`src/rtl/ws2812b_pkg.sv`:
```
// Shared definitions for the WS2812B serial transmitter and its testbench.
// Holds default bit timings (64 MHz clock), the FSM state encoding, the
// pixel payload layout and a helper that sizes the cycle counter.
package ws2812b_pkg;

  // Default timings in clk cycles at 64 MHz.
  localparam int unsigned T0H_CYC_DEF   = 26;    // 0.40 us high for a '0'
  localparam int unsigned T1H_CYC_DEF   = 51;    // 0.80 us high for a '1'
  localparam int unsigned BIT_CYC_DEF   = 80;    // 1.25 us per bit
  localparam int unsigned LATCH_CYC_DEF = 5120;  // 80 us latch gap

  localparam int unsigned PIX_W     = 24;
  localparam int unsigned BIT_IDX_W = 5;

  typedef enum logic [1:0] {
    ST_IDLE  = 2'd0,
    ST_HIGH  = 2'd1,
    ST_LOW   = 2'd2,
    ST_LATCH = 2'd3
  } state_t;

  // One pixel in wire order: green first, blue last.
  typedef struct packed {
    logic [7:0] g;
    logic [7:0] r;
    logic [7:0] b;
  } pixel_t;

  // Counter width able to hold max(bit_cyc, latch_cyc) - 1.
  function automatic int unsigned cnt_width(input int unsigned bit_cyc,
                                            input int unsigned latch_cyc);
    int unsigned m;
    m = (bit_cyc > latch_cyc) ? bit_cyc : latch_cyc;
    return (m > 1) ? $clog2(m) : 1;
  endfunction

endpackage

```
`src/rtl/ws2812b_tx_if.sv`:
```
// Pixel handshake between a frame source and the WS2812B transmitter.
//   data_in : pixel {G,R,B}, captured on accept
//   valid   : source requests transmission of data_in
//   latch   : append a latch gap after this pixel, captured on accept
//   ready   : transmitter can accept a pixel this cycle
// master = pixel source, slave = transmitter.
interface ws2812b_tx_if;
  import ws2812b_pkg::*;

  pixel_t data_in;
  logic   valid;
  logic   latch;
  logic   ready;

  modport master (output data_in, output valid, output latch, input ready);
  modport slave  (input data_in, input valid, input latch, output ready);

endinterface

```
`src/rtl/ws2812b_tx.sv`:
```
// WS2812B single-wire LED transmitter.
// Serialises one 24-bit pixel MSB first as fixed-period bits whose high time
// encodes the bit value, optionally followed by a long low latch gap.
// Ports:
//   clk   : single clock, rising edge
//   reset : asynchronous, active-high
//   bus   : pixel handshake (slave side), ready high only while idle
//   led   : registered serial line to the strip
module ws2812b_tx
  import ws2812b_pkg::*;
#(
  parameter int unsigned T0H_CYC   = T0H_CYC_DEF,
  parameter int unsigned T1H_CYC   = T1H_CYC_DEF,
  parameter int unsigned BIT_CYC   = BIT_CYC_DEF,
  parameter int unsigned LATCH_CYC = LATCH_CYC_DEF
) (
  input  logic         clk,
  input  logic         reset,
  ws2812b_tx_if.slave  bus,
  output logic         led
);

  localparam int unsigned CNT_W = cnt_width(BIT_CYC, LATCH_CYC);

  // Reject timings that cannot form a valid bit.
  if (!((T0H_CYC > 0) && (T0H_CYC < T1H_CYC) && (T1H_CYC < BIT_CYC) &&
        (LATCH_CYC > 0))) begin : g_param_err
    $error("ws2812b_tx: need 0 < T0H_CYC < T1H_CYC < BIT_CYC and LATCH_CYC > 0");
  end

  state_t                 state_q, state_d;
  logic [CNT_W-1:0]       cnt_q, cnt_d;
  logic [BIT_IDX_W-1:0]   idx_q, idx_d;
  pixel_t                 pix_q, pix_d;
  logic                   lat_q, lat_d;
  logic                   ready_q, ready_d;
  logic                   led_q, led_d;

  logic                   accept_c;
  logic [PIX_W-1:0]       pix_vec_c;
  logic                   cur_bit_c;
  logic [CNT_W-1:0]       high_last_c;
  logic [CNT_W-1:0]       low_last_c;

  // ready is high exactly in IDLE, so this is the accept condition.
  assign accept_c  = bus.valid & ready_q;
  assign pix_vec_c = pix_q;
  assign cur_bit_c = pix_vec_c[idx_q];

  // Last counter value of the high and low phase for the current bit;
  // the two phases always add up to BIT_CYC.
  assign high_last_c = cur_bit_c ? CNT_W'(T1H_CYC - 1) : CNT_W'(T0H_CYC - 1);
  assign low_last_c  = cur_bit_c ? CNT_W'(BIT_CYC - T1H_CYC - 1)
                                 : CNT_W'(BIT_CYC - T0H_CYC - 1);

  // Next-state, counter, capture and output logic.
  always_comb begin
    state_d = state_q;
    cnt_d   = cnt_q;
    idx_d   = idx_q;
    pix_d   = pix_q;
    lat_d   = lat_q;

    unique case (state_q)
      ST_IDLE: begin
        if (accept_c) begin
          state_d = ST_HIGH;
          cnt_d   = '0;
          idx_d   = BIT_IDX_W'(PIX_W - 1);
          pix_d   = bus.data_in;
          lat_d   = bus.latch;
        end
      end
      ST_HIGH: begin
        if (cnt_q == high_last_c) begin
          state_d = ST_LOW;
          cnt_d   = '0;
        end else begin
          cnt_d = cnt_q + CNT_W'(1);
        end
      end
      ST_LOW: begin
        if (cnt_q == low_last_c) begin
          cnt_d = '0;
          if (idx_q == '0) begin
            state_d = lat_q ? ST_LATCH : ST_IDLE;
          end else begin
            idx_d   = idx_q - BIT_IDX_W'(1);
            state_d = ST_HIGH;
          end
        end else begin
          cnt_d = cnt_q + CNT_W'(1);
        end
      end
      ST_LATCH: begin
        if (cnt_q == CNT_W'(LATCH_CYC - 1)) begin
          state_d = ST_IDLE;
          cnt_d   = '0;
        end else begin
          cnt_d = cnt_q + CNT_W'(1);
        end
      end
      default: begin
        state_d = ST_IDLE;
        cnt_d   = '0;
      end
    endcase

    // led follows the state one cycle later, so it never glitches.
    led_d   = (state_q == ST_HIGH);
    ready_d = (state_d == ST_IDLE);
  end

  // State and datapath registers.
  always_ff @(posedge clk or posedge reset) begin
    if (reset) begin
      state_q <= ST_IDLE;
      cnt_q   <= '0;
      idx_q   <= BIT_IDX_W'(PIX_W - 1);
      pix_q   <= '0;
      lat_q   <= 1'b0;
      ready_q <= 1'b1;
      led_q   <= 1'b0;
    end else begin
      state_q <= state_d;
      cnt_q   <= cnt_d;
      idx_q   <= idx_d;
      pix_q   <= pix_d;
      lat_q   <= lat_d;
      ready_q <= ready_d;
      led_q   <= led_d;
    end
  end

  assign bus.ready = ready_q;
  assign led       = led_q;

endmodule

```
`src/flat_wrapper.sv`:
```
// flat-port wrapper written by rule: the top's interface ports become plain ports
module ws2812b_tx_flat import ws2812b_pkg::*;
#(
  parameter int unsigned T0H_CYC   = T0H_CYC_DEF,
  parameter int unsigned T1H_CYC   = T1H_CYC_DEF,
  parameter int unsigned BIT_CYC   = BIT_CYC_DEF,
  parameter int unsigned LATCH_CYC = LATCH_CYC_DEF
)
  (clk, reset, led, bus_data_in, bus_valid, bus_latch, bus_ready);
  ws2812b_tx_if bus_i ();
  input  logic clk;
  input  logic reset;
  output logic led;
  input wire logic [$bits(bus_i.data_in)-1:0] bus_data_in;
  input wire logic [$bits(bus_i.valid)-1:0] bus_valid;
  input wire logic [$bits(bus_i.latch)-1:0] bus_latch;
  output wire logic [$bits(bus_i.ready)-1:0] bus_ready;
  assign bus_i.data_in = bus_data_in;
  assign bus_i.valid = bus_valid;
  assign bus_i.latch = bus_latch;
  assign bus_ready = bus_i.ready;
  ws2812b_tx #(.T0H_CYC(T0H_CYC), .T1H_CYC(T1H_CYC), .BIT_CYC(BIT_CYC), .LATCH_CYC(LATCH_CYC)) u_core (.clk(clk), .reset(reset), .bus(bus_i), .led(led));
endmodule
```
`config.mk`:
```
export PLATFORM = sky130hd
export DESIGN_NAME = ws2812b_tx_flat
export DESIGN_NICKNAME = d
export VERILOG_FILES = /design/src/rtl/ws2812b_pkg.sv /design/src/rtl/ws2812b_tx_if.sv /design/src/rtl/ws2812b_tx.sv /design/src/flat_wrapper.sv
export SDC_FILE = /design/constraint.sdc
export NUM_CORES = 1
export LEC_CHECK = 0
export CAP_MARGIN = 20
export CORE_ASPECT_RATIO = 0.8
export CORE_UTILIZATION = 55
export DETAILED_ROUTE_END_ITERATION = 8
export GPL_ROUTABILITY_DRIVEN = 1
export HOLD_SLACK_MARGIN = 0.05
export PLACE_DENSITY = 0.84
export SLEW_MARGIN = 25
export SYNTH_ARGS = -nofsm -noshare
export SYNTH_HDL_FRONTEND = slang
export SYNTH_SLANG_ARGS = --single-unit
export TNS_END_PERCENT = 100
```
`constraint.sdc`:
```
create_clock -name clk -period 3.5 [get_ports clk]
set_clock_uncertainty 0.1 [all_clocks]
set_input_delay 0.7 -clock clk [delete_from_list [all_inputs] [get_ports clk]]
set_output_delay 0.7 -clock clk [all_outputs]
set_load 0.01 [all_outputs]
```
==> metrics.txt, run 1 <==
status completed; Starting Density 0.5887; unrepaired setup endpoints after global routing no; min Tclk post-route 3.255 ns; Worst Hold Depth 2; DRT Wirelength 5.510 mm; worst IR drop on VDD 0.3482 mV; fmax 307.2 MHz; port bufs 29; Total GRT Usage 0.2686; Setup Buffers After CTS 0; Pleak 1.326 nW; Final period util 0.9301; TritonCTS clock tree built; nets 347; area leader, netlist dfrtp_1; wire per inst 14.69 um; Placed Instances 367; maxcap violations 0; Max Slew Vio Count 0; root buf cell clkbuf_8; CTS Buf Count 5; number of distinct library cells after synthesis 53; clock buffer depth 2; area grow syn2layout 16.48%; layout cell share with drive strength beyond 1 0.09119; largest net degree at the start of global routing 48; vias in the first global route 2214; Final setup viols 0; Slew HR 0.4579; number of hold buffers added after CTS 0; die area 4860 um2; Vias 2198; overall power 2.058 mW; detailed router's first-iteration violation count 236; Worst EP arrival 3.38 ns; top_reg_cell synth dfrtp_1; antenna-violating nets left 0; clock transition at the registers of the reported paths 0.09 ns; # resized after CTS 0; CP Class reg -> reg; hold slack 0.3814 ns; clock sinks 47; later-pin clock latency in the skew report 0.30 ns; Max FO, Critical Path 13; drc violations 0; GPL Wtd Cong 0.9714; reg2reg path depth 7; # IOs 30; H-tree depth 2; total gr overflow 0; Cell Count, Final, Fillers Out 375; crit end category register; Synth area leaders dfrtp_1 (42%), nand2_1 (15%), dfstp_2 (5.2%); Worst-Margin Slew 0.8087 ns; final hold violation count 0; DR vias/cell 5.861; Mapped Nets 321; cell count after synthesis 291; top-area cell type share of the netlist area 0.4169; setup TNS 0 ns; crit path launch type register; Worst Path Required 3.63 ns; drt pass-1 iters 5; initial antenna violation count 0; EDFF count, synth 0; Avg Cell Area, Syn 8.664 um2; n_diodes 0; worst min path class reg -> reg; DP HPWL 3.875 mm; Synthesis Warnings 0; Mapped Area 2521 um2; fraction of registers with async set/reset 1.000; Cell Pwr Density 700.8 nW/um2; Die Height 62.56 um; FILL cells 332; Yosys reg bits 47; Std-Cell Rows 21; Die X-Extent 77.70 um; core area 4283 um2; post-synthesis sequential area ratio 0.4690; first-pass GRT wire length 10.11 mm
-- cell usage in the layout, fill, tap and decap left out, types with 2 or more instances in the layout --
| cell type | count |
|---|---|
| a21oi_1 | 2 |
| a22oi_1 | 2 |
| a2bb2oi_1 | 2 |
| a31oi_1 | 2 |
| and2_1 | 4 |
| and4_1 | 2 |
| buf_4 | 2 |
| clkbuf_8 | 6 |
| clkdlybuf4s50_1 | 29 |
| clkinv_2 | 2 |
| dfrtp_1 | 42 |
| dfstp_2 | 5 |
| ha_1 | 2 |
| inv_1 | 6 |
| mux2_2 | 3 |
| mux2i_1 | 4 |
| mux4_2 | 4 |
| nand2_1 | 104 |
| nand2b_1 | 2 |
| nand3_1 | 9 |
| nand3b_1 | 2 |
| nand4_1 | 4 |
| nor2_1 | 21 |
| nor2b_1 | 5 |
| nor3_1 | 3 |
| nor3_2 | 2 |
| nor4_1 | 2 |
| nor4b_1 | 2 |
| o211ai_1 | 4 |
| o21ai_0 | 9 |
| o21ai_1 | 2 |
| o22ai_1 | 3 |
| o311ai_1 | 2 |
| o41ai_1 | 2 |
| xnor2_1 | 2 |
-- registers in the layout, summed over array words and instances, names as in the netlist --
name / count
u_core.pix_q: 24
u_core.cnt_q: 13
u_core.idx_q: 5
u_core.state_q: 2
u_core.bus.ready: 1
u_core.lat_q: 1
u_core.led: 1
-- worst max-delay path, cell delays in order (launching register included) --
cell,delay [ns]
dfstp_2,0.72
mux4_2,0.55
a22oi_1,0.24
nand2b_1,0.21
a311oi_1,0.20
nor3_2,0.66
nor2b_1,0.19
mux2_2,0.31
-- power by group --
part,internal (mW),switching (mW),total (mW)
registers,0.777,0.252,1.03
logic,0.347,0.348,0.695
clock network,0.160,0.175,0.335
total,1.28,0.775,2.06
-- logic make-up after synthesis --
group           after synthesis  synth area share
xor+xnor                      3           0.01042
compound gates               39            0.1107
mux                          11           0.06501
simple gates                170            0.3012
fa+ha+maj                     2          0.009924
flops                        47            0.4690
buf+inv                      19           0.03375
-- stage by stage --
step / instance area [um2] / setup slack [ns] / util
global placement: 2844 / 0.4204 / 0.6640
finish: 2937 / 0.2448 / 0.6857
floorplan: 2521 / 0.8979 / -
detailed placement: 2844 / 0.3100 / 0.6640
global route: 2937 / 0.08089 / 0.6857
CTS: 2935 / 0.2818 / 0.6854
-- layer usage --
metal | part of all wire | track usage | vias up
met2 | 0.43 | 0.3960 | 88
met1 | 0.48 | 0.3953 | 1054
met3 | 0.071 | 0.04672 | 7
li1 | - | - | 1049
met5 | 0 | 0 | -
met4 | 0.011 | 0.1038 | 0
-- final timing paths --
path	startpoint	to	slack [ns]
max	u_core.idx_q[0]	u_core.idx_q[1]	0.24
min	u_core.pix_q[1]	u_core.pix_q[1]	0.38
max reg2reg	u_core.idx_q[0]	u_core.idx_q[1]	0.24
min reg2reg	u_core.pix_q[1]	u_core.pix_q[1]	0.38
max in group asynchronous	reset	u_core.cnt_q[5]	2.08
min in group asynchronous	reset	u_core.pix_q[13]	0.75
-- final cells by class --
class	instances	area [um2]	area share
sequential	47	1182	0.4026
inverter	7	27.53	0.009374
tap	57	71.32	0.02429
clock inverter	1	5.005	0.001704
clock buffer	7	86.33	0.02940
timing repair buffer	31	305.3	0.1040
multi-input combinational	225	1259	0.4286
-- synth_stat cells (5+ instances only) --
master      n
inv_1       7
nand3_1     9
o21ai_0     9
nor2b_1     5
clkbuf_1    8
dfrtp_1    42
nand2_1   104
nor2_1     21
dfstp_2     5
Power figures use the tool's default switching activity.
==> inputs of run 2 (changes only) <==
- HOLD_SLACK_MARGIN: 0.05 -> default
- SETUP_SLACK_MARGIN: default -> 0.3
==> metrics.txt, run 2 (synthesis results as in run 1) <==
Slowest cell on crit path dfstp_2; r2r startpoint u_core.idx_q[0]; max incr delay on CP 0.71 ns; Worst-Margin Slew 0.8010 ns; hold endpoint u_core.pix_q[1]; crit-path cells mux4_2 > a22oi_1 > nand2b_1 > a311oi_2 > nor3_4 > nor2b_1 > mux2_2; Max FO, Critical Path 13; area grow syn2layout 17.02%; Worst EP arrival 3.15 ns; Die Height 62.56 um; # IOs 30; crit path launch type register; cell family with most CP delay multiplexers; Max Used Layer met4; detailed router's first-iteration violation count 212; Worst Hold Depth 2; Cell Pwr Density 699.1 nW/um2; largest net degree at the start of global routing 48; Placed Instances 367; crit end category register; Worst Path Required 3.63 ns; hold slack 0.3824 ns; DRT Wirelength 5.549 mm; Vias 2200; reg2reg end u_core.idx_q[1]; antenna-violating nets left 0; Biggest register u_core.pix_q; clock buffer depth 2; TritonCTS clock tree built; setup TNS 0 ns; core area 4283 um2; Max Slew Vio Count 0; Final setup viols 0; worst IR drop on VDD 0.3471 mV; die area 4860 um2; reg2reg path depth 7; overall power 2.063 mW; met3 routed WL 375 um; layout cell share with drive strength beyond 1 0.09748; H-tree depth 2; Std-Cell Rows 21; Pleak 1.326 nW; nets 347; wl on met1 2.637 mm; wire per inst 14.80 um; Regs by FF count u_core.pix_q (24), u_core.cnt_q (13), u_core.idx_q (5); first-pass GRT wire length 10.11 mm; most common cell after layout, fill and taps aside nand2_1; drc violations 0; Setup Buffers After CTS 0; CP Buf/Inv Count 0; later-pin clock latency in the skew report 0.30 ns; Final Util 0.6889; Starting Density 0.5887; Total GRT Usage 0.2687; Cell Count, Final, Fillers Out 375; CP Class reg -> reg; total gr overflow 0; Routed met2 length 2.473 mm; drt pass-1 iters 5; clock transition at the registers of the reported paths 0.09 ns; maxcap violations 0; CTS Buf Count 5; worst min path class reg -> reg; multi-input logic area 1272 um2; vias in the first global route 2216; port bufs 29; Die X-Extent 77.70 um; Slew HR 0.4654; root buf cell clkbuf_8; FILL cells 331; final hold violation count 0; storage element area 1182 um2; unrepaired setup endpoints after global routing no; most frequent cells in the layout nand2_1 (104), dfrtp_1 (42), clkdlybuf4s50_1 (29); status completed; min Tclk post-route 3.019 ns; clock sinks 47; GPL Wtd Cong 0.9714; Worst Hold Launch u_core.pix_q[1]; Worst R2R Setup Slack 0.48 ns; DP HPWL 3.875 mm; max FFs per register 24; number of hold buffers added after CTS 0; # resized after CTS 1; Final period util 0.8626; DR vias/cell 5.867; fmax 331.2 MHz; initial antenna violation count 0; n_diodes 0
## run 2: cell counts in the layout (fill, tap and decap cells not counted)
Identical to the previous run, type by type.
## run 2: stage by stage
stage	instance area, um2	setup WS (ns)
2_1_floorplan	2521	0.8979
6_report	2950	0.4811
3_3_place_gp	2844	0.4204
4_1_cts	2942	0.4825
3_5_place_dp	2844	0.3100
5_1_grt	2950	0.3411
## run 2: power by group
group | leakage (nW) | internal (mW) | switching, mW
registers | 0.587 | 0.777 | 0.253
logic | 0.691 | 0.349 | 0.352
clock network | 0.0482 | 0.159 | 0.173
total | 1.33 | 1.29 | 0.777
## run 2: area by class of cell
class | count | share of cell area
repair buffers | 31 | 0.1035
flip-flops and latches | 47 | 0.4008
clock inverters | 1 | 0.001696
clock buffers | 7 | 0.02926
well taps | 57 | 0.02417
inverters | 7 | 0.009330
multi-input cells | 225 | 0.4313
## run 2: how the worst max path moves through the flow
stage                    startpoint         endpoint  depth (start not counted)
floorplan           u_core.idx_q[0]  u_core.idx_q[0]                          8
global placement    u_core.idx_q[0]  u_core.idx_q[1]                          7
detailed placement  u_core.idx_q[0]  u_core.idx_q[1]                          7
CTS                 u_core.idx_q[0]  u_core.idx_q[1]                          7
global route        u_core.idx_q[0]  u_core.idx_q[1]                          7
finish              u_core.idx_q[0]  u_core.idx_q[1]                          7
## run 2: metal layers
| layer | GRT usage | up-vias |
|---|---|---|
| met2 | 0.3971 | 94 |
| met4 | 0.1038 | 0 |
| met3 | 0.04672 | 7 |
| li1 | - | 1051 |
| met5 | 0 | - |
| met1 | 0.3948 | 1048 |
## run 2: worst min-delay path: stages (launching register included)
cell and delay [ns]:
dfrtp_1 0.35, nand2_1 0.05, nand2_1 0.05
==> inputs of run 3 (changes only) <==
- HOLD_SLACK_MARGIN: default -> 0.05
==> results of run 3 <==
Same layout as run 2: the final DEF is identical, and so are final timing and power.
